## config.mk

```make
export PLATFORM = sky130hd
export DESIGN_NAME = dmem_arbiter_flat
export DESIGN_NICKNAME = d
export VERILOG_FILES = /design/src/rtl/dmem_arb_pkg.sv /design/src/rtl/dmem_arbiter_if.sv /design/src/rtl/rr_arbiter2.sv /design/src/rtl/dmem_arbiter.sv /design/src/flat_wrapper.sv
export SDC_FILE = /design/constraint.sdc
export NUM_CORES = 1
export LEC_CHECK = 0
export ABC_CLOCK_PERIOD_IN_PS = 2300
export CAP_MARGIN = 20
export CORE_MARGIN = 3
export CORE_UTILIZATION = 42
export DETAILED_ROUTE_END_ITERATION = 8
export GPL_ROUTABILITY_DRIVEN = 0
export PLACE_DENSITY = 0.86
export SETUP_SLACK_MARGIN = 0.15
export SYNTH_ARGS = -nofsm -noshare
export SYNTH_HDL_FRONTEND = slang
export SYNTH_SLANG_ARGS = --single-unit
```

## constraint.sdc

```tcl
create_clock -name clk -period 2.3 [get_ports clk]
set_input_delay 0.23 -clock clk [delete_from_list [all_inputs] [get_ports clk]]
set_output_delay 0.23 -clock clk [all_outputs]
set_load 0.02 [all_outputs]
```

## src/rtl/dmem_arb_pkg.sv

```systemverilog
// Shared definitions for the data-memory arbiter: FSM encoding, port count, port ids.
package dmem_arb_pkg;

  localparam int NPORT = 2;

  typedef enum logic [1:0] {
    ST_IDLE   = 2'd0,
    ST_ACCESS = 2'd1,
    ST_DONE   = 2'd2
  } state_t;

  typedef enum logic {
    PORT0 = 1'b0,
    PORT1 = 1'b1
  } port_id_t;

endpackage

```

## src/rtl/dmem_arbiter_if.sv

```systemverilog
// Requester-side bus of the data-memory arbiter: two request ports plus the shared read data.
interface dmem_arbiter_if #(
  parameter int DATA_W = 32,
  parameter int ADDR_W = 32
);
  logic              req0;
  logic              req1;
  logic              rbar_w0;
  logic              rbar_w1;
  logic [ADDR_W-1:0] addr0;
  logic [ADDR_W-1:0] addr1;
  logic [DATA_W-1:0] wdata0;
  logic [DATA_W-1:0] wdata1;
  logic              gnt0;
  logic              gnt1;
  logic              done0;
  logic              done1;
  logic              err0;
  logic              err1;
  logic [DATA_W-1:0] rdata;

  modport master (
    output req0, req1, rbar_w0, rbar_w1, addr0, addr1, wdata0, wdata1,
    input  gnt0, gnt1, done0, done1, err0, err1, rdata
  );

  modport slave (
    input  req0, req1, rbar_w0, rbar_w1, addr0, addr1, wdata0, wdata1,
    output gnt0, gnt1, done0, done1, err0, err1, rdata
  );
endinterface

```

## src/rtl/rr_arbiter2.sv

```systemverilog
// Two-request arbiter with a last-served pointer; FIXED_PRI=1 turns it into port-0-wins priority.
// The grant is combinational from the requests; the pointer only moves when update is strobed.
module rr_arbiter2
  import dmem_arb_pkg::*;
#(
  parameter int FIXED_PRI = 0
) (
  input  logic             clk,
  input  logic             rst,
  input  logic [NPORT-1:0] req,
  input  logic             update,
  input  port_id_t         served,
  output logic [NPORT-1:0] gnt_oh
);

  port_id_t last_q;

  // Last-served pointer; reset value makes port 0 the preferred winner of a tie.
  always_ff @(posedge clk) begin
    // NOTE: state registers use non-blocking assignments so every flop samples pre-edge values.
    if (rst)         last_q <= PORT1;
    else if (update) last_q <= served;
  end

  // One-hot grant: a lone request always wins, a tie goes to the port not served last.
  always_comb begin
    // NOTE: give every always_comb output a default first so no path leaves it unassigned (no latch).
    gnt_oh = '0;
    if (FIXED_PRI != 0 || req != 2'b11) begin
      if (req[0])      gnt_oh = 2'b01;
      else if (req[1]) gnt_oh = 2'b10;
    end else begin
      gnt_oh = (last_q == PORT0) ? 2'b10 : 2'b01;
    end
  end

endmodule

```

## src/rtl/dmem_arbiter.sv

```systemverilog
// Serialises CPU (port 0) and debug/DMA (port 1) accesses onto a single-port, level-sensitive
// data memory. Each access runs IDLE -> ACCESS -> DONE; memory control lines only move in ACCESS.
module dmem_arbiter
  import dmem_arb_pkg::*;
#(
  parameter int DATA_W    = 32,
  parameter int ADDR_W    = 32,
  parameter int DEPTH     = 256,
  parameter int FIXED_PRI = 0
) (
  input  logic              clk,
  input  logic              rst,
  dmem_arbiter_if.slave     bus,
  output logic [ADDR_W-1:0] mem_addr,
  output logic              mem_rbar_w,
  output logic [DATA_W-1:0] mem_write_data,
  input  logic [DATA_W-1:0] mem_read_data
);

  localparam int IDX_W = $clog2(DEPTH);

  state_t            state_q, state_d;
  port_id_t          win_q, win_d;
  logic              lat_rbar_w_q;
  logic [ADDR_W-1:0] lat_addr_q;
  logic [DATA_W-1:0] lat_wdata_q;
  logic [DATA_W-1:0] rdata_q;
  logic [NPORT-1:0]  req_vec;
  logic [NPORT-1:0]  gnt_oh;
  logic [NPORT-1:0]  gnt, done, err;
  logic              oor;

  assign req_vec = {bus.req1, bus.req0};
  assign win_d   = gnt_oh[1] ? PORT1 : PORT0;
  // Out-of-range addresses are flagged, never wrapped onto a valid word.
  assign oor     = |lat_addr_q[ADDR_W-1:IDX_W];

  rr_arbiter2 #(.FIXED_PRI(FIXED_PRI)) u_arb (
    .clk    (clk),
    .rst    (rst),
    .req    (req_vec),
    .update (state_q == ST_DONE),
    .served (win_q),
    .gnt_oh (gnt_oh)
  );

  // FSM state register.
  always_ff @(posedge clk) begin
    if (rst) state_q <= ST_IDLE;
    else     state_q <= state_d;
  end

  // Operand latch: captured from the winner on the accepting edge, so requesters may change
  // operands freely once granted. It also feeds the memory, keeping its address still when idle.
  always_ff @(posedge clk) begin
    if (rst) begin
      win_q        <= PORT0;
      lat_rbar_w_q <= 1'b0;
      lat_addr_q   <= '0;
      lat_wdata_q  <= '0;
    end else if (state_q == ST_IDLE && |gnt_oh) begin
      win_q        <= win_d;
      lat_rbar_w_q <= (win_d == PORT1) ? bus.rbar_w1 : bus.rbar_w0;
      lat_addr_q   <= (win_d == PORT1) ? bus.addr1   : bus.addr0;
      lat_wdata_q  <= (win_d == PORT1) ? bus.wdata1  : bus.wdata0;
    end
  end

  // Read data register: updated only by a completing read, held across writes.
  always_ff @(posedge clk) begin
    if (rst)                                     rdata_q <= '0;
    else if (state_q == ST_ACCESS && !lat_rbar_w_q) rdata_q <= oor ? '0 : mem_read_data;
  end

  // Next state and per-state outputs (grant pulse in ACCESS, done/err pulse in DONE).
  always_comb begin
    state_d    = state_q;
    gnt        = '0;
    done       = '0;
    err        = '0;
    mem_rbar_w = 1'b0;
    case (state_q)
      ST_IDLE: begin
        if (|req_vec) state_d = ST_ACCESS;
      end
      ST_ACCESS: begin
        gnt[win_q] = 1'b1;
        mem_rbar_w = lat_rbar_w_q & ~oor;
        state_d    = ST_DONE;
      end
      ST_DONE: begin
        done[win_q] = 1'b1;
        err[win_q]  = oor;
        state_d     = ST_IDLE;
      end
      default: state_d = ST_IDLE;
    endcase
  end

  assign mem_addr       = lat_addr_q;
  assign mem_write_data = lat_wdata_q;

  assign bus.gnt0  = gnt[0];
  assign bus.gnt1  = gnt[1];
  assign bus.done0 = done[0];
  assign bus.done1 = done[1];
  assign bus.err0  = err[0];
  assign bus.err1  = err[1];
  assign bus.rdata = rdata_q;

endmodule

```

## src/flat_wrapper.sv

```systemverilog
// flat-port wrapper written by rule: the top's interface ports become plain ports
module dmem_arbiter_flat import dmem_arb_pkg::*;
#(
  parameter int DATA_W    = 32,
  parameter int ADDR_W    = 32,
  parameter int DEPTH     = 256,
  parameter int FIXED_PRI = 0
)
  (clk, rst, mem_addr, mem_rbar_w, mem_write_data, mem_read_data, bus_req0, bus_req1, bus_rbar_w0, bus_rbar_w1, bus_addr0, bus_addr1, bus_wdata0, bus_wdata1, bus_gnt0, bus_gnt1, bus_done0, bus_done1, bus_err0, bus_err1, bus_rdata);
  dmem_arbiter_if #(.DATA_W(DATA_W), .ADDR_W(ADDR_W)) bus_i ();
  input  logic clk;
  input  logic rst;
  output logic [ADDR_W-1:0] mem_addr;
  output logic mem_rbar_w;
  output logic [DATA_W-1:0] mem_write_data;
  input  logic [DATA_W-1:0] mem_read_data;
  input wire logic [$bits(bus_i.req0)-1:0] bus_req0;
  input wire logic [$bits(bus_i.req1)-1:0] bus_req1;
  input wire logic [$bits(bus_i.rbar_w0)-1:0] bus_rbar_w0;
  input wire logic [$bits(bus_i.rbar_w1)-1:0] bus_rbar_w1;
  input wire logic [$bits(bus_i.addr0)-1:0] bus_addr0;
  input wire logic [$bits(bus_i.addr1)-1:0] bus_addr1;
  input wire logic [$bits(bus_i.wdata0)-1:0] bus_wdata0;
  input wire logic [$bits(bus_i.wdata1)-1:0] bus_wdata1;
  output wire logic [$bits(bus_i.gnt0)-1:0] bus_gnt0;
  output wire logic [$bits(bus_i.gnt1)-1:0] bus_gnt1;
  output wire logic [$bits(bus_i.done0)-1:0] bus_done0;
  output wire logic [$bits(bus_i.done1)-1:0] bus_done1;
  output wire logic [$bits(bus_i.err0)-1:0] bus_err0;
  output wire logic [$bits(bus_i.err1)-1:0] bus_err1;
  output wire logic [$bits(bus_i.rdata)-1:0] bus_rdata;
  assign bus_i.req0 = bus_req0;
  assign bus_i.req1 = bus_req1;
  assign bus_i.rbar_w0 = bus_rbar_w0;
  assign bus_i.rbar_w1 = bus_rbar_w1;
  assign bus_i.addr0 = bus_addr0;
  assign bus_i.addr1 = bus_addr1;
  assign bus_i.wdata0 = bus_wdata0;
  assign bus_i.wdata1 = bus_wdata1;
  assign bus_gnt0 = bus_i.gnt0;
  assign bus_gnt1 = bus_i.gnt1;
  assign bus_done0 = bus_i.done0;
  assign bus_done1 = bus_i.done1;
  assign bus_err0 = bus_i.err0;
  assign bus_err1 = bus_i.err1;
  assign bus_rdata = bus_i.rdata;
  dmem_arbiter #(.DATA_W(DATA_W), .ADDR_W(ADDR_W), .DEPTH(DEPTH), .FIXED_PRI(FIXED_PRI)) u_core (.clk(clk), .rst(rst), .bus(bus_i), .mem_addr(mem_addr), .mem_rbar_w(mem_rbar_w), .mem_write_data(mem_write_data), .mem_read_data(mem_read_data));
endmodule
```

---- After elaboration in Yosys (flattened, before gate mapping) ----
Cells that the tools add are included.
storage, ports and cells
  output and inout bits ................... 103
  input bits .............................. 166
  latch bits .............................. 0
  register bits after elaboration ......... 101
  RAM bits ................................ 0
  memories ................................ 0
  ROM bits ................................ 0
operators by class
  div/mod/pow operators ................... 0
  equality and inequality tests ........... 4
  order comparisons ....................... 2
  reductions and logical operators ........ 8
  bitwise gates (word level) .............. 3
  shifts and indexed selects .............. 0
  mux-type cells .......................... 17
  add/subtract/negate cells ............... 0
  multipliers ............................. 0
operators with widths
  operator                                                     count
  2-to-1 mux 32 bit                                            3
  OR reduction 24 bit                                          1
  2-to-1 mux 2 bit                                             8
  2-to-1 mux 1 bit                                             4
  != test 2 bit (second input constant)                        2
  one-hot mux 2 bit (2 select lines)                           1
  OR reduction 2 bit                                           2
  logical AND 1 bit                                            3
  bitwise AND 2 bit                                            1
  equality test 2 x 1 -> 1 bit (second input constant)         1
  equality test 2 bit (second input constant)                  1
  logical NOT 2 bit                                            1
  less-than comparator 1 x 2 -> 1 bit (second input constant)  1
  bitwise AND 1 bit                                            1
  demux 1 bit (select 1 bit)                                   1
  greater-or-equal comparator 1 bit (second input constant)    1
  logical NOT 1 bit                                            1
  inverter 1 bit                                               1

---- Depth between registers and ports, before layout ----
  depth in word-level cells ............... 6
  depth in mapped cells ................... 6
  depth with buffers taken out ............ 3

---- Hierarchy ----
From an unflattened synthesis, not the netlist that was laid out.
unflattened totals
  cells, all modules ...................... 483
  area total of the unflattened synthesis .. 4931.0 um^2
by module, submodules not included
  module        cells an instance  instances  area each (um^2)
  dmem_arbiter  476                1          4872.2
  rr_arbiter2   7                  1          58.8

---- Worst setup path before layout ----
No wires, ideal clock.
  path kind ............................... register to output
  start point ............................. register u_core.lat_addr_q[11] (netlist: u_core.mem_addr[11])
  end point ............................... output mem_rbar_w
  setup slack ............................. 0.597 ns
  arrival ................................. 1.473 ns
  required time ........................... 2.070 ns
  stages on the path, launching flop included .. 4
  cell sequence ........................... dfxtp_1 > nor4_2 > nand2_1 > nor3_1
between the ends
  word-level cells in the longest chain between the ends .. 4
ends and longest elaborated chain
  item                    line                source
  start, declared         dmem_arbiter.sv:25  logic [ADDR_W-1:0] lat_addr_q;
  start signal, assigned  dmem_arbiter.sv:64  lat_addr_q <= (win_d == PORT1) ? bus.addr1 : bus.addr0;
  OR reduction 24 bit     dmem_arbiter.sv:36  assign oor = |lat_addr_q[ADDR_W-1:IDX_W];
  inverter 1 bit          dmem_arbiter.sv:88  mem_rbar_w = lat_rbar_w_q & ~oor;
  bitwise AND 1 bit       dmem_arbiter.sv:88
  2-to-1 mux 1 bit        dmem_arbiter.sv:82  case (state_q)
  end, declared           flat_wrapper.sv:14  output logic mem_rbar_w;
Every way passes these cells.

---- Worst setup path after layout ----
  start point ............................. register u_core.state_q[0]
  end point ............................... output bus_done1
between the ends
  word-level cells in the longest chain between the ends .. 2
ends and longest elaborated chain
  item                    line                source
  start, declared         dmem_arbiter.sv:22  state_t state_q, state_d;
  start signal, assigned  dmem_arbiter.sv:50  else state_q <= state_d;
  equality test 2 bit     dmem_arbiter.sv:82
  2-to-1 mux 2 bit        dmem_arbiter.sv:82
  end, declared           flat_wrapper.sv:28  output wire logic [$bits(bus_i.done1)-1:0] bus_done1;
Every way passes these cells.

==> impl_metrics.sql <==
INSERT INTO impl_metrics (metric_group, metric, value, unit) VALUES
('outcome', 'outcome', 'finished, final reports clean', ''),
('setup_path', 'critPathSlowestCell', 'sky130_fd_sc_hd__clkdlybuf4s50_1', ''),
('power_and_ir_drop', 'switching_share', '0.309', ''),
('floorplan', 'fp.dieW', '114', 'µm'),
('floorplan', 'placeableCoreArea', '11100', 'µm²'),
('routing', 'drt-total-wl', '17.7', 'mm'),
('setup_path', 'cpLargestDelayFamily', 'buffers and inverters', ''),
('setup_path', 'cp-start-kind', 'flop', ''),
('routing', 'drt_via_density', '5.72', ''),
('power_and_ir_drop', 'switching_power', '1560', 'µW'),
('floorplan', 'initial_core_util', '0.438', ''),
('power_and_ir_drop', 'power_density', '641', 'nW/µm²'),
('cts', 'tritoncts_clock_tree', 'yes', ''),
('setup_path', 'worstSetupPathType', 'flop to primary output', ''),
('cells_and_area', 'layout.cells.most_common', 'sky130_fd_sc_hd__clkdlybuf4s50_1', ''),
('timing', 'post_route_minimum_period', '2.07', 'ns'),
('cells_and_area', 'sequential_cell_area', '2020', 'µm²'),
('timing', 'timing.slew.headroom', '0.376', ''),
('cts', 'cts_hold_repair.buffers', '0', ''),
('routing', 'count_of_unresolved_drc_violations_after_routing', '0', ''),
('timing', 'report.final.setup_viol', '0', ''),
('cts', 'cts_htree_levels', '3', ''),
('timing', 'clock.fmax', '483', 'MHz'),
('cts', 'clock_latency', '0.33', 'ns'),
('synthesis', 'synth_warnings', '0', ''),
('synthesis', 'synth_largest_area_cell', 'sky130_fd_sc_hd__dfxtp_1', ''),
('synthesis', 'synth_cells', '550', ''),
('global_routing', 'largest_net_degree_at_the_start_of_global_routing', '68', ''),
('floorplan', 'design.die.area', '12900', 'µm²'),
('cts', 'numClockSinks', '101', ''),
('timing', 'tns', '0', 'ns'),
('setup_path', 'required', '2.07', 'ns'),
('synthesis', 'postSynthNetCount', '716', ''),
('cells_and_area', 'filler_cell_count', '838', ''),
('setup_path', 'setup.worst_path.end_class', 'primary output', ''),
('cells_and_area', 'synthToLayoutAreaGrowth', '62.9', '%'),
('setup_path', 'path_buf_inv', '1', ''),
('power_and_ir_drop', 'pwr-share-comb', '0.301', ''),
('cts', 'cts_resized', '5', ''),
('synthesis', 'synth_top_cell_area_share', '0.416', ''),
('setup_path', 'ff2ff_path_depth', '4', ''),
('power_and_ir_drop', 'irDropWorstVdd', '0.443', 'mV'),
('setup_path', 'reg2reg_setup_slack', '0.55', 'ns'),
('timing', 'final_max_slew_viol_count', '0', ''),
('min_path', 'worstHoldPathType', 'input port to flop', ''),
('setup_path', 'worst-endpoint-arrival', '1.84', 'ns'),
('timing', 'timing.final.hold_violations', '0', ''),
('placed_design', 'hpwlAfterDp', '12.6', 'mm'),
('setup_path', 'crit_path_max_fanout', '7', ''),
('setup_path', 'launch_point_of_the_critical_path', 'u_core.state_q[0]', ''),
('placed_design', 'port-buffer-count', '268', ''),
('routing', 'drt_first_iter_violations', '416', ''),
('synthesis', 'synth_seq_cells', '101', ''),
('routing', 'routed-via-count', '5302', ''),
('global_routing', 'initial_antenna_violation_count', '0', ''),
('power_and_ir_drop', 'p_total', '5070', 'µW'),
('synthesis', 'synth_seq_area_share', '0.416', ''),
('cells_and_area', 'final_instance_count_excl_fillers', '927', ''),
('synthesis', 'synth_area_per_cell', '8.83', 'µm²'),
('routing', 'drtPass1Iterations', '5', ''),
('setup_path', 'critical_path.reg2reg.endpoint', 'u_core.mem_addr[7]', ''),
('cells_and_area', 'post_route_cells_drive_above_1_share', '0.108', ''),
('synthesis', 'yosysUniqueCellTypes', '31', ''),
('global_routing', 'first_global_vias', '5460', ''),
('floorplan', 'die_height', '114', 'µm'),
('setup_path', 'timing.critical_path.cells', 'nand2b_1, nor2_1, clkdlybuf4s50_1', ''),
('cells_and_area', 'area_of_the_multi_input_gates', '2600', 'µm²'),
('synthesis', 'netlist_area', '4860', 'µm²'),
('power_and_ir_drop', 'intPower', '3510', 'µW'),
('power_and_ir_drop', 'leakage', '0.00278', 'µW'),
('global_routing', 'grt_pass1_wl', '27.5', 'mm');
Yosys cell counts (all sizes together):
library cell	n
nand2	131
dfxtp	101
a21oi	66
a311oi	65
clkbuf	35
nand4	33
nor2b	33
o2bb2ai	32
buf	27
nor4	6
nor2	4
nor3b	4
o21a	2
a211o	1
a21bo	1
a21boi	1
and2	1
and3	1
inv	1
nand2b	1
nand3b	1
nor3	1
o21ba	1
or2	1
per-layer routing:
metal,up-vias,wire length [µm],track usage
li1,2490,-,-
met1,2530,6830,0.296
met2,253,8970,0.472
met3,29,1400,0.0658
met4,0,465,0.0962
met5,-,0,0
worst min-delay path by stage:
stage	slack, ns	end	cells past startpoint	start
after detailed placement	0.45	u_core.bus.rdata[6]	1	u_core.bus.rdata[6]
after floorplan	0.39	u_core.mem_write_data[25]	2	bus_wdata1[25]
after global routing	0.30	u_core.state_q[0]	2	rst
final	0.30	u_core.state_q[0]	2	rst
after CTS	0.28	u_core.state_q[0]	2	rst
after global placement	0.44	u_core.bus.rdata[5]	1	u_core.bus.rdata[5]
per-stage QoR:
| step | worst slack (ns) | utilization | hold WS, ns | area [µm²] |
|---|---|---|---|---|
| after floorplan | 0.597 | - | 0.390 | 4860 |
| after global placement | 0.131 | 0.683 | 0.444 | 7560 |
| after detailed placement | 0.132 | 0.684 | 0.447 | 7580 |
| after CTS | 0.0868 | 0.712 | 0.282 | 7890 |
| after global routing | 0.154 | 0.714 | 0.298 | 7910 |
| final | 0.232 | 0.714 | 0.297 | 7910 |
power by group through the flow:
stage	clock network [µW]	registers (µW)	logic, µW
finish	1540	2010	1530
floorplan	0	2170	650
detailed placement	0	2030	1520
global placement	0	2020	1480
CTS	1560	2000	1520
global route	1630	2020	1630
area by class of cell:
class	instances	area share
clock inverter	4	0.00711
timing repair buffer	283	0.354
multi-input combinational	386	0.329
inverter	1	0.000474
tap	140	0.0221
sequential	101	0.256
clock buffer	12	0.0311
registers in the layout, indices dropped and copies added (netlist names):
register               count
u_core.win_q               1
u_core.mem_write_data     32
u_core.state_q             2
u_core.bus.rdata          32
u_core.u_arb.last_q        1
u_core.lat_rbar_w_q        1
u_core.mem_addr           32
kinds of logic (layout without fill, tap and decap cells):
family	Yosys count	in the layout	share of synthesized area
compound gates	169	169	0.304
flops	101	101	0.416
simple gates	217	217	0.217
buf+inv	63	300	0.0626
worst register-to-register path: cells and delay by family, from the launching register on:
family | cells | cell delay [ns]
compound gates | 2 | 0.56
buf+inv | 1 | 0.57
flops | 1 | 0.39
simple gates | 1 | 0.12
Power figures use the tool's default switching activity.
